==> config.mk <==
export PLATFORM = sky130hd
export DESIGN_NAME = dep_scheduler
export DESIGN_NICKNAME = d
export VERILOG_FILES = /design/src/rtl/dep_sched_pkg.sv /design/src/rtl/dep_scheduler_rr_arbiter.sv /design/src/rtl/dep_scheduler.sv
export SDC_FILE = /design/constraint.sdc
export NUM_CORES = 1
export LEC_CHECK = 0
export CORE_MARGIN = 1
export CORE_UTILIZATION = 60
export DETAILED_ROUTE_END_ITERATION = 8
export PLACE_DENSITY = 0.79
export SLEW_MARGIN = 40
export SYNTH_ARGS = -nofsm -noshare
export SYNTH_HDL_FRONTEND = slang
export SYNTH_SLANG_ARGS = --single-unit
export TNS_END_PERCENT = 20
==> constraint.sdc <==
create_clock -name clk -period 7.7 [get_ports clk]
set_input_delay 1.54 -clock clk [delete_from_list [all_inputs] [get_ports clk]]
set_output_delay 1.54 -clock clk [all_outputs]
set_load 0.05 [all_outputs]
==> src/rtl/dep_sched_pkg.sv <==
// Shared types and default sizing for the dependency-aware task scheduler.
package dep_sched_pkg;

    localparam int N_TASKS_DEF     = 16;
    localparam int STALL_LIMIT_DEF = 64;

    typedef enum logic [1:0] {
        IDLE     = 2'd0,
        RUN      = 2'd1,
        COMPLETE = 2'd2
    } state_t;

    typedef logic [$clog2(N_TASKS_DEF)-1:0] task_idx_t;
    typedef logic [N_TASKS_DEF-1:0]         task_vec_t;

endpackage

==> src/rtl/dep_scheduler_rr_arbiter.sv <==
// Combinational round-robin picker: first set request at or above ptr, wrapping.
module rr_arbiter #(
    parameter int N     = 16,
    parameter int IDX_W = 4
) (
    input  logic [N-1:0]     req,
    input  logic [IDX_W-1:0] ptr,
    output logic [N-1:0]     gnt,
    output logic [IDX_W-1:0] gnt_idx,
    output logic             gnt_vld
);

    always_comb begin : pick
        int idx;
        idx     = 0;
        gnt     = '0;
        gnt_idx = '0;
        gnt_vld = 1'b0;
        for (int k = 0; k < N; k++) begin
            idx = int'(ptr) + k;
            if (idx >= N) idx = idx - N;
            if (!gnt_vld && req[idx]) begin
                gnt_vld  = 1'b1;
                gnt[idx] = 1'b1;
                gnt_idx  = IDX_W'(idx);
            end
        end
    end

endmodule

==> src/rtl/dep_scheduler.sv <==
// Dependency scheduler: grants each requesting task once per run, after any prerequisite completes.
// Optional stall detector enabled with `define DEP_SCHED_STALL_DETECT_EN.
module dep_scheduler
    import dep_sched_pkg::*;
#(
    parameter int N_TASKS     = N_TASKS_DEF,
    parameter int STALL_LIMIT = STALL_LIMIT_DEF
) (
    input  logic                       clk,
    input  logic                       rst,
    input  logic                       start,
    input  logic                       cfg_we,
    input  logic [$clog2(N_TASKS)-1:0] cfg_idx,
    input  logic [N_TASKS-1:0]         cfg_mask,
    input  logic [N_TASKS-1:0]         req,
    output logic [N_TASKS-1:0]         gnt,
    output logic [N_TASKS-1:0]         done_vec,
    output logic                       all_done,
    output logic                       busy,
    output logic                       cfg_err
`ifdef DEP_SCHED_STALL_DETECT_EN
    ,output logic                      stall
`endif
);

    localparam int IDX_W = $clog2(N_TASKS);

    if (N_TASKS < 2 || N_TASKS > 512) begin : g_bad_n
        $error("dep_scheduler: N_TASKS out of range");
    end
    if (STALL_LIMIT < 2 || STALL_LIMIT > 65535) begin : g_bad_limit
        $error("dep_scheduler: STALL_LIMIT out of range");
    end

    state_t               state_q, state_d;
    logic [N_TASKS-1:0]   done_q, done_d;
    logic [N_TASKS-1:0]   gnt_q, gnt_d;
    logic [N_TASKS-1:0]   mask_q [N_TASKS];
    logic [N_TASKS-1:0]   mask_d [N_TASKS];
    logic [IDX_W-1:0]     ptr_q, ptr_d;
    logic                 cfg_err_q, cfg_err_d;

    logic [N_TASKS-1:0]   elig;
    logic [N_TASKS-1:0]   arb_gnt;
    logic [IDX_W-1:0]     arb_idx;
    logic                 arb_vld;
    logic                 cfg_ok;

    always_comb begin
        elig = '0;
        for (int i = 0; i < N_TASKS; i++) begin
            elig[i] = req[i] && !done_q[i] &&
                      ((mask_q[i] == '0) || ((mask_q[i] & done_q) != '0));
        end
    end

    rr_arbiter #(.N(N_TASKS), .IDX_W(IDX_W)) u_arb (
        .req     (elig),
        .ptr     (ptr_q),
        .gnt     (arb_gnt),
        .gnt_idx (arb_idx),
        .gnt_vld (arb_vld)
    );

    // Writes are rejected during a run, on self-dependency, or for a nonexistent task.
    assign cfg_ok = (state_q != RUN) && (32'(cfg_idx) < N_TASKS) && !cfg_mask[cfg_idx];

    always_comb begin
        state_d   = state_q;
        done_d    = done_q;
        gnt_d     = '0;
        ptr_d     = ptr_q;
        cfg_err_d = 1'b0;
        mask_d    = mask_q;

        if (cfg_we) begin
            if (cfg_ok) mask_d[cfg_idx] = cfg_mask;
            else        cfg_err_d       = 1'b1;
        end

        case (state_q)
            IDLE, COMPLETE: begin
                if (start) begin
                    state_d = RUN;
                    done_d  = '0;
                    ptr_d   = '0;
                end
            end
            RUN: begin
                if (&done_q) begin
                    state_d = COMPLETE;
                end else if (arb_vld) begin
                    gnt_d  = arb_gnt;
                    done_d = done_q | arb_gnt;
                    ptr_d  = (32'(arb_idx) == N_TASKS - 1) ? '0 : arb_idx + 1'b1;
                end
            end
            default: state_d = IDLE;
        endcase
    end

    always_ff @(posedge clk) begin
        if (rst) begin
            state_q   <= IDLE;
            done_q    <= '0;
            gnt_q     <= '0;
            ptr_q     <= '0;
            cfg_err_q <= 1'b0;
            for (int i = 0; i < N_TASKS; i++) mask_q[i] <= '0;
        end else begin
            state_q   <= state_d;
            done_q    <= done_d;
            gnt_q     <= gnt_d;
            ptr_q     <= ptr_d;
            cfg_err_q <= cfg_err_d;
            mask_q    <= mask_d;
        end
    end

    assign gnt      = gnt_q;
    assign done_vec = done_q;
    assign all_done = (state_q == COMPLETE);
    assign busy     = (state_q == RUN);
    assign cfg_err  = cfg_err_q;

`ifdef DEP_SCHED_STALL_DETECT_EN
    localparam int CNT_W = $clog2(STALL_LIMIT + 1);

    logic [CNT_W-1:0] stall_cnt_q, stall_cnt_d;

    // Counts RUN cycles with outstanding work but nothing grantable; saturates at the limit.
    always_comb begin
        stall_cnt_d = stall_cnt_q;
        if (state_q != RUN || state_d != RUN || arb_vld) begin
            stall_cnt_d = '0;
        end else if (((req & ~done_q) != '0) && (stall_cnt_q != CNT_W'(STALL_LIMIT))) begin
            stall_cnt_d = stall_cnt_q + 1'b1;
        end
    end

    always_ff @(posedge clk) begin
        if (rst) stall_cnt_q <= '0;
        else     stall_cnt_q <= stall_cnt_d;
    end

    assign stall = (stall_cnt_q == CNT_W'(STALL_LIMIT));
`endif

endmodule

# ---- Word-level counts from Yosys, hierarchy flattened
# Cells that the tools add are included.
dict set report totals {
  ff_bits 295
  word_cells 464
}
dict set report op_classes {
  add_sub_neg 32
  magnitude_cmp 51
  eq_ne 8
  mux 162
  bitwise 36
  n_reduce_logical 154
}
# op n
set op_table {}
lappend op_table {{32-bit by 1-bit greater-or-equal comparator with 1-bit output, second input constant} 16}
lappend op_table {{32-bit by 6-bit < comparator with 1-bit output, second input constant} 16}
lappend op_table {{32-bit two-way mux} 16}
lappend op_table {{32-bit by 6-bit greater-or-equal comparator with 1-bit output, second input constant} 15}
lappend op_table {{32-bit by 6-bit subtractor with 32-bit output, second input constant} 15}
lappend op_table {{16-bit two-way mux} 20}
lappend op_table {{16-bit bitwise AND} 16}
lappend op_table {{256-bit bitwise mux} 1}
lappend op_table {{16-bit zero test} 16}
lappend op_table {{16-bit bitwise OR} 16}
lappend op_table {{16-bit nonzero test} 16}
lappend op_table {{4-bit two-way mux} 20}
lappend op_table {{1-bit binary-select mux with 4-bit select} 17}
lappend op_table {{1-bit two-way mux} 66}
lappend op_table {{1-bit logical AND} 65}
lappend op_table {{1-bit demux with 4-bit select} 16}
lappend op_table {{16-bit demux with 4-bit select} 1}
lappend op_table {{4-bit by 4-bit adder with 5-bit output, second input constant} 8}
lappend op_table {{1-bit zero test} 32}
lappend op_table {{16-bit case mux with 2 select lines} 1}
lappend op_table {{4-bit by 3-bit adder with 5-bit output, second input constant} 4}
lappend op_table {{1-bit logical OR} 16}
lappend op_table {{16-bit AND reduction} 1}
lappend op_table {{4-bit by 2-bit adder with 5-bit output, second input constant} 2}
lappend op_table {{other kinds (23)} 31}

# ---- Depth between registers and ports, before layout
# Gate-level depths: netlist of run 1.
dict set report depth {
  word_depth 58
  ltp_mapped 23
  ltp_nobuf 18
}

# ---- Cells and area by module
# A second synthesis of run 1 with hierarchy kept.
dict set report hier_totals {
  hier_cells 1952
  area_unflattened_um2 17808.3
}
# module n_inst cells_per_inst area_per_inst_um2
set by_module_without_submodules {}
lappend by_module_without_submodules {dep_scheduler 1 1381 13460.4}
lappend by_module_without_submodules {rr_arbiter 1 571 4347.9}

# ---- Least setup slack after synthesis of run 1
# Ideal clock, no wire load.
dict set report synth_timing {
  path_type {register to register}
  from {reg ptr_q[1]}
  to {reg ptr_q[0]}
  setup_ps 117
  arrival_ps 5250
  setup_slack_ps 2333
  path_stages_with_launch 20
  n_path_buf 6
  cell_sequence {dfxtp_1 buf_2 clkinv_1 clkbuf_1 ha_1 buf_2 xnor2_1 clkbuf_1 nor2_1 a2111oi_1 nand4_1 a2111oi_2 nand3_2 buf_6 buf_6 or4_4 a31oi_2 ha_1 or3b_1 a22o_1}
}
dict set report synth_between {
  elab_chain_cells 56
  word_cells_on_any_way 181
  cone_classes {add/sub: 32; order compare: 16; eq/ne: 2; mux: 100; reduce/logical: 31}
}
# element line_no
set synth_lines {}
lappend synth_lines {{start: declaration} dep_scheduler.sv:40} ;# logic [IDX_W-1:0] ptr_q, ptr_d;
lappend synth_lines {{start signal: assignment} dep_scheduler.sv:114} ;# ptr_q <= ptr_d;
lappend synth_lines {{branches (longest 56 deep; another with 32-bit by 6-bit subtractor with 32-bit output)} n/a}
# Parallel ways; which one is timed is not known. The select of a mux whose other input is x is not followed.
# A chain may end at the register's enable or synchronous reset.

# ---- Worst setup path in the final report of run 1
dict set report layout_timing {
  from {reg ptr_q[0]}
  to {reg done_q[10], in the netlist done_vec[10]}
}
dict set report layout_between {
  elab_chain_cells 55
  word_cells_on_any_way 274
  cone_classes {add/sub: 31; order compare: 48; eq/ne: 1; mux: 131; bitwise: 16; reduce/logical: 47}
}
# element line_no
set layout_lines {}
lappend layout_lines {{branches (longest 55 deep; another with 32-bit by 6-bit subtractor with 32-bit output)} n/a}
lappend layout_lines {{end signal: assignment} dep_scheduler.sv:112} ;# done_q <= done_d;
lappend layout_lines {{end: declaration} dep_scheduler.sv:36} ;# logic [N_TASKS-1:0] done_q, done_d;
# Parallel ways; which one is timed is not known. The select of a mux whose other input is x is not followed.

==> results.cfg, run 1 <==
[power]
finalPower_uw = 6140
ir_drop_mv = 0.238
p_leak_uw = 0.00625
power_density_nw_per_um2 = 332

[cts]
ctsHoldBuffers = 0
cts_buffer_depth = 3
cts_setup_buffers = 0
clock-root-buffer = clkbuf_16
cts_buffers = 30
cts_tree = yes
cts_max_level = 1
cts_sinks = 295
cts.clk_slew.worst_paths_ps = 60
clock_latency_ps = 600
cts_resized = 0

[timing]
rsz0062_at_grt = no
fmaxAchievable_ghz = 0.154
tightestPinTransition_ps = 885
fin_crit_ps = 6470
finalClockSkew_ps = 47.1
finalSetupViolations = 0
setup_tns_ps = 0
post-route-period-util = 0.841
whs_ps = 473
slew-limit-headroom = 0.409
hold_viol = 0
drv_slew = 0

[global_route]
grt_util_met2 = 0.686
grt_pass1_vias = 16600
grt_overflow_total = 0
grt_first_pass_wirelength_um = 97500
grt.busiest_layer = met2
grt_usage = 0.450
use_met1 = 0.574
use_met3 = 0.100
grt_max_degree = 99
antenna_found_initial = 1

[min_path]
hold_class = flip-flop to flip-flop
hold_path_depth = 2
whs_endpoint = mask_q[66]
min_from = mask_q[66]

[layout]
nets = 2161
area_growth_pct = 12.7
seq_area_um2 = 5910
layout_commonest_cell = nand2_1
layout_common_cells = nand2_1 (406), dfxtp_1 (290), a21oi_1 (196)
layout-drive-gt1-share = 0.0880
fillCellCount = 2155
design_area_um2 = 18500
finish.utilization = 0.688
multi_input_comb_area_um2 = 9780

[critical_path]
critical_path_arrival_ps = 6980
r2r_slack_ps = 1230
start_kind = flip-flop
worst-path-max-fanout = 37
critical_path_class = flip-flop to flip-flop
reg2reg_to = done_vec[10]
cp-end-kind = flip-flop
rr_worst_depth = 18
reg2reg_from = ptr_q[0]
cp.required_ps = 8210

[die]
io_pins = 75
rows = 60
initial_core_util = 0.610
fp.dieH_um = 167
die_area_um2 = 28000
die_w_um = 167
core-area_um2 = 26900

[drt]
vias = 17800
vias_per_cell = 7.22
drt-wirelength-per-cell_um = 26.5
first_pass_iters = 7
ant_nets = 0
wl_um = 65200
drtIter0Drc = 2934
route.detailed.drc = 0

[logic_synthesis]
synthFlopType = dfxtp_1
synth_xor_area_frac = 0.00908
synth_compound_area_frac = 0.233
synth_nets = 2136
synth_cells = 2077
synth_cell_types = 89
synth_top_family_by_area = simple AND/OR/NAND/NOR gates
yosysWarnings = 0
synth_fa_ha_area_frac = 0.0145
syn_avg_cell_area_um2 = 7.90
yosys.area.top_type = dfxtp_1
synth_seq_cells = 295
yosys.area_share.simple = 0.262
seq_area_frac_synth = 0.360
async_flop_share = 0
synthTopCellsByArea = dfxtp_1 (36%), nand2_1 (9.3%), mux2i_1 (6.0%)
synthesis.area_um2 = 16400
muxShareOfSynthArea = 0.0742
synth_edf_count = 0
synth.top_cell.area_share = 0.360

[run]
cap_violations = 0

[placed_design]
dp.final_hpwl_um = 44200
io_buffers = 74
place_area_um2 = 17500
gp_congestion = 1.11

[outcome]
status = finished, final reports clean
-- synthesized netlist by cell type (8+ instances only) --
cell,count
a22oi_1,105
inv_1,20
nand3_1,29
nand2_1,406
a21o_1,13
clkbuf_1,110
and3_1,9
o21ai_0,21
ha_1,19
nor4_1,81
buf_6,9
dfxtp_1,295
a21oi_1,197
and4_1,9
mux2i_1,99
nand2b_1,23
nor3b_1,20
nor3_1,44
and4b_1,13
o21ai_1,9
o22ai_1,10
a211oi_1,18
nor2b_1,13
buf_2,29
nor2_1,182
a31oi_1,18
nand4_1,44
mux4_2,10
or3_1,11
o221ai_1,8
xnor2_1,12
a22o_1,27
a221oi_1,24
-- worst max-delay path, cell delays in order, from the launching register on --
cell and delay (ps):
dfxtp_1 310, buf_4 350, inv_1 70, buf_4 220
ha_1 800, inv_1 310, nand2_1 380, nor2_1 160
a221oi_1 590, nand3_1 240, a2111oi_2 630, and3_1 550
buf_4 220, nand4_1 140, o31a_1 330, o21ai_0 450
a22oi_1 170, a21oi_1 330, a21o_1 120
-- how the worst max path moves through the flow --
stage / endpoint / depth (start not counted) / slack (ps) / startpoint
6_report: done_vec[10] / 18 / 1230 / ptr_q[0]
5_1_grt: done_vec[10] / 18 / 1050 / ptr_q[0]
4_1_cts: ptr_q[0] / 18 / 1470 / ptr_q[0]
3_5_place_dp: ptr_q[0] / 14 / 1500 / req[7]
3_3_place_gp: ptr_q[2] / 18 / 1590 / ptr_q[0]
2_1_floorplan: ptr_q[0] / 19 / 2330 / ptr_q[1]
-- cells by family after synthesis --
family	count (synthesis)
buffers and inverters	176
and+or+nand+nor	911
xor gates and xnor gates	17
AOI/OAI and AO/OA	550
adders and majority gates	19
DFF	295
muxes	109
-- registers in the layout (all words and copies together), names as in the netlist --
| signal | flops |
|---|---|
| mask_q | 256 |
| done_vec | 16 |
| gnt | 16 |
| ptr_q | 4 |
| state_q | 2 |
| cfg_err | 1 |
-- stage by stage --
step / worst slack, ps / instances
5_1_grt: 1050 / 2466
2_1_floorplan: 2330 / 2077
6_report: 1230 / 2466
3_5_place_dp: 1500 / 2411
4_1_cts: 1470 / 2465
3_3_place_gp: 1590 / 2411
-- cell type report --
cell class,instances,share of cell area
diodes,1,0.000135
inverters,22,0.00447
flip-flops and latches,295,0.320
multi-input cells,1606,0.529
repair buffers,147,0.0695
clock inverters,9,0.00576
well taps,341,0.0231
clock buffers,45,0.0480
-- routing by layer --
metal	wire (um)	up-vias
met5	0	-
li1	-	7708
met1	23800	8236
met4	5130	0
met2	27700	1459
met3	8600	407
-- report_power, final --
part           switching [uW]  internal (uW)  total, uW
Sequential               83.0           1570       1650
Combinational            2130            902       3030
Clock                     629            830       1460
Total                    2840           3300       6140
No activity file was read; power rests on OpenSTA's default activity.
==> run 2: changes to the inputs <==
==> constraint.sdc (replaced) <==
create_clock -name clk -period 6.1 [get_ports clk]
set_input_delay 1.22 -clock clk [delete_from_list [all_inputs] [get_ports clk]]
set_output_delay 1.22 -clock clk [all_outputs]
set_load 0.05 [all_outputs]
==> results.cfg, run 2 (same netlist as run 1, synthesis figures left out) <==
[critical_path]
start_kind = flip-flop
cp.required_ps = 6560
max_stage_delay_ps = 680
critPathSlowestCell = or4_1
critical_path_class = flip-flop to flip-flop
crit_chain = buf_4 -> a221oi_1 -> and4b_1 -> nor4_1 -> or4_1 -> nor2b_1 -> or3_1 -> or3_4 -> or4_4 -> a31oi_2 -> ha_1 -> or3b_1 -> a22o_1
worst-path-max-fanout = 11
critical_path_arrival_ps = 5970
cp-end-kind = flip-flop

[drt]
first_pass_iters = 7
ant_nets = 0
wl_um = 70200
vias = 18400
drtIter0Drc = 2687
route.detailed.drc = 0
vias_per_cell = 7.34
drt-wirelength-per-cell_um = 28.0

[layout]
largest_reg_flops = 256
layout_common_cells = nand2_1 (406), dfxtp_1 (285), a21oi_1 (197)
nets = 2202
layout_commonest_cell = nand2_1
diodes = 0
max_flop_register = mask_q
fillCellCount = 1995
multi_input_comb_area_um2 = 9760
area_growth_pct = 14.4
seq_area_um2 = 5920
layout-drive-gt1-share = 0.106
design_area_um2 = 18800
finish.utilization = 0.698

[cts]
clock_latency_ps = 570
cts_tree = yes
cts_max_level = 1
ctsHoldBuffers = 0
cts.clk_slew.worst_paths_ps = 60
cts_resized = 0
cts_buffer_depth = 3
cts_buffers = 28
cts_setup_buffers = 0
cts_sinks = 295
clock-root-buffer = clkbuf_16

[timing]
tightestPinTransition_ps = 967
rsz0062_at_grt = no
post-route-period-util = 0.904
hold_viol = 0
setup_tns_ps = 0
fin_crit_ps = 5510
finalSetupViolations = 0
fmaxAchievable_ghz = 0.181
drv_slew = 0
finalClockSkew_ps = 19.3
slew-limit-headroom = 0.355

[power]
p_leak_uw = 0.00644
ir_drop_mv = 0.371
power_density_nw_per_um2 = 427

[placed_design]
io_buffers = 74
place_area_um2 = 17800
gp_congestion = 1.07
dp.final_hpwl_um = 46700

[global_route]
grt_pass1_vias = 17800
grt_first_pass_wirelength_um = 106000
antenna_found_initial = 0
grt_usage = 0.491
grt_max_degree = 120
grt_overflow_total = 0

[die]
die_w_um = 167
initial_core_util = 0.610
io_pins = 75
rows = 60
die_area_um2 = 28000
core-area_um2 = 26900
fp.dieH_um = 167

[min_path]
hold_class = flip-flop to flip-flop

[outcome]
status = finished, final reports clean

[run]
cap_violations = 0
-- run 2: cell types whose count changed in the layout (fill, tap and decap cells not counted), sizes merged --
cell           change
buf               +40
clkbuf             -3
clkdlybuf4s50      +2
diode              -1
inv                +1
-- run 2: worst paths after layout --
kind	from	to	slack, ps	cells past startpoint
worst max-delay path	done_vec[5]	ptr_q[0]	590	13
worst min-delay path	mask_q[175]	mask_q[175]	470	2
worst max register to register	done_vec[5]	ptr_q[0]	590	13
worst min register to register	mask_q[175]	mask_q[175]	470	2
-- run 2: metal layers --
metal  track usage  share of wire  vias to the layer above
li1              -              -                     7798
met1         0.556           0.33                     8479
met2         0.785           0.44                     1571
met3         0.124           0.13                      550
met4         0.403           0.10                        0
met5             0              0                        -
-- run 2: stage by stage --
step,power [uW],instances,setup slack [ps],hold WS [ps]
6_report,8010,2505,587,474
5_1_grt,8210,2505,491,490
4_1_cts,7750,2505,742,472
3_5_place_dp,6020,2454,521,463
3_3_place_gp,6070,2454,529,458
2_1_floorplan,4510,2077,733,449
-- run 2: layout make-up --
class / count / area share
Clock buffer: 41 / 0.0453
Tap cell: 341 / 0.0227
Clock inverter: 10 / 0.00480
Sequential cell: 295 / 0.316
Multi-Input combinational cell: 1606 / 0.520
Timing Repair Buffer: 190 / 0.0870
Inverter: 22 / 0.00440
-- run 2: where the power goes --
| group | internal (uW) | leakage (uW) | switching (uW) | total, uW |
|---|---|---|---|---|
| registers | 1980 | 0.00238 | 194 | 2180 |
| logic | 1320 | 0.00358 | 2740 | 4060 |
| clock network | 1010 | 0.000473 | 773 | 1780 |
| total | 4310 | 0.00644 | 3700 | 8010 |
-- run 2: critical path: cells and delay by family (launching register included) --
| kind | cells | cell delay, ps |
|---|---|---|
| simple gates | 8 | 3480 |
| compound gates | 3 | 710 |
| flops | 1 | 630 |
| buf+inv | 1 | 340 |
| fa+ha+maj | 1 | 240 |
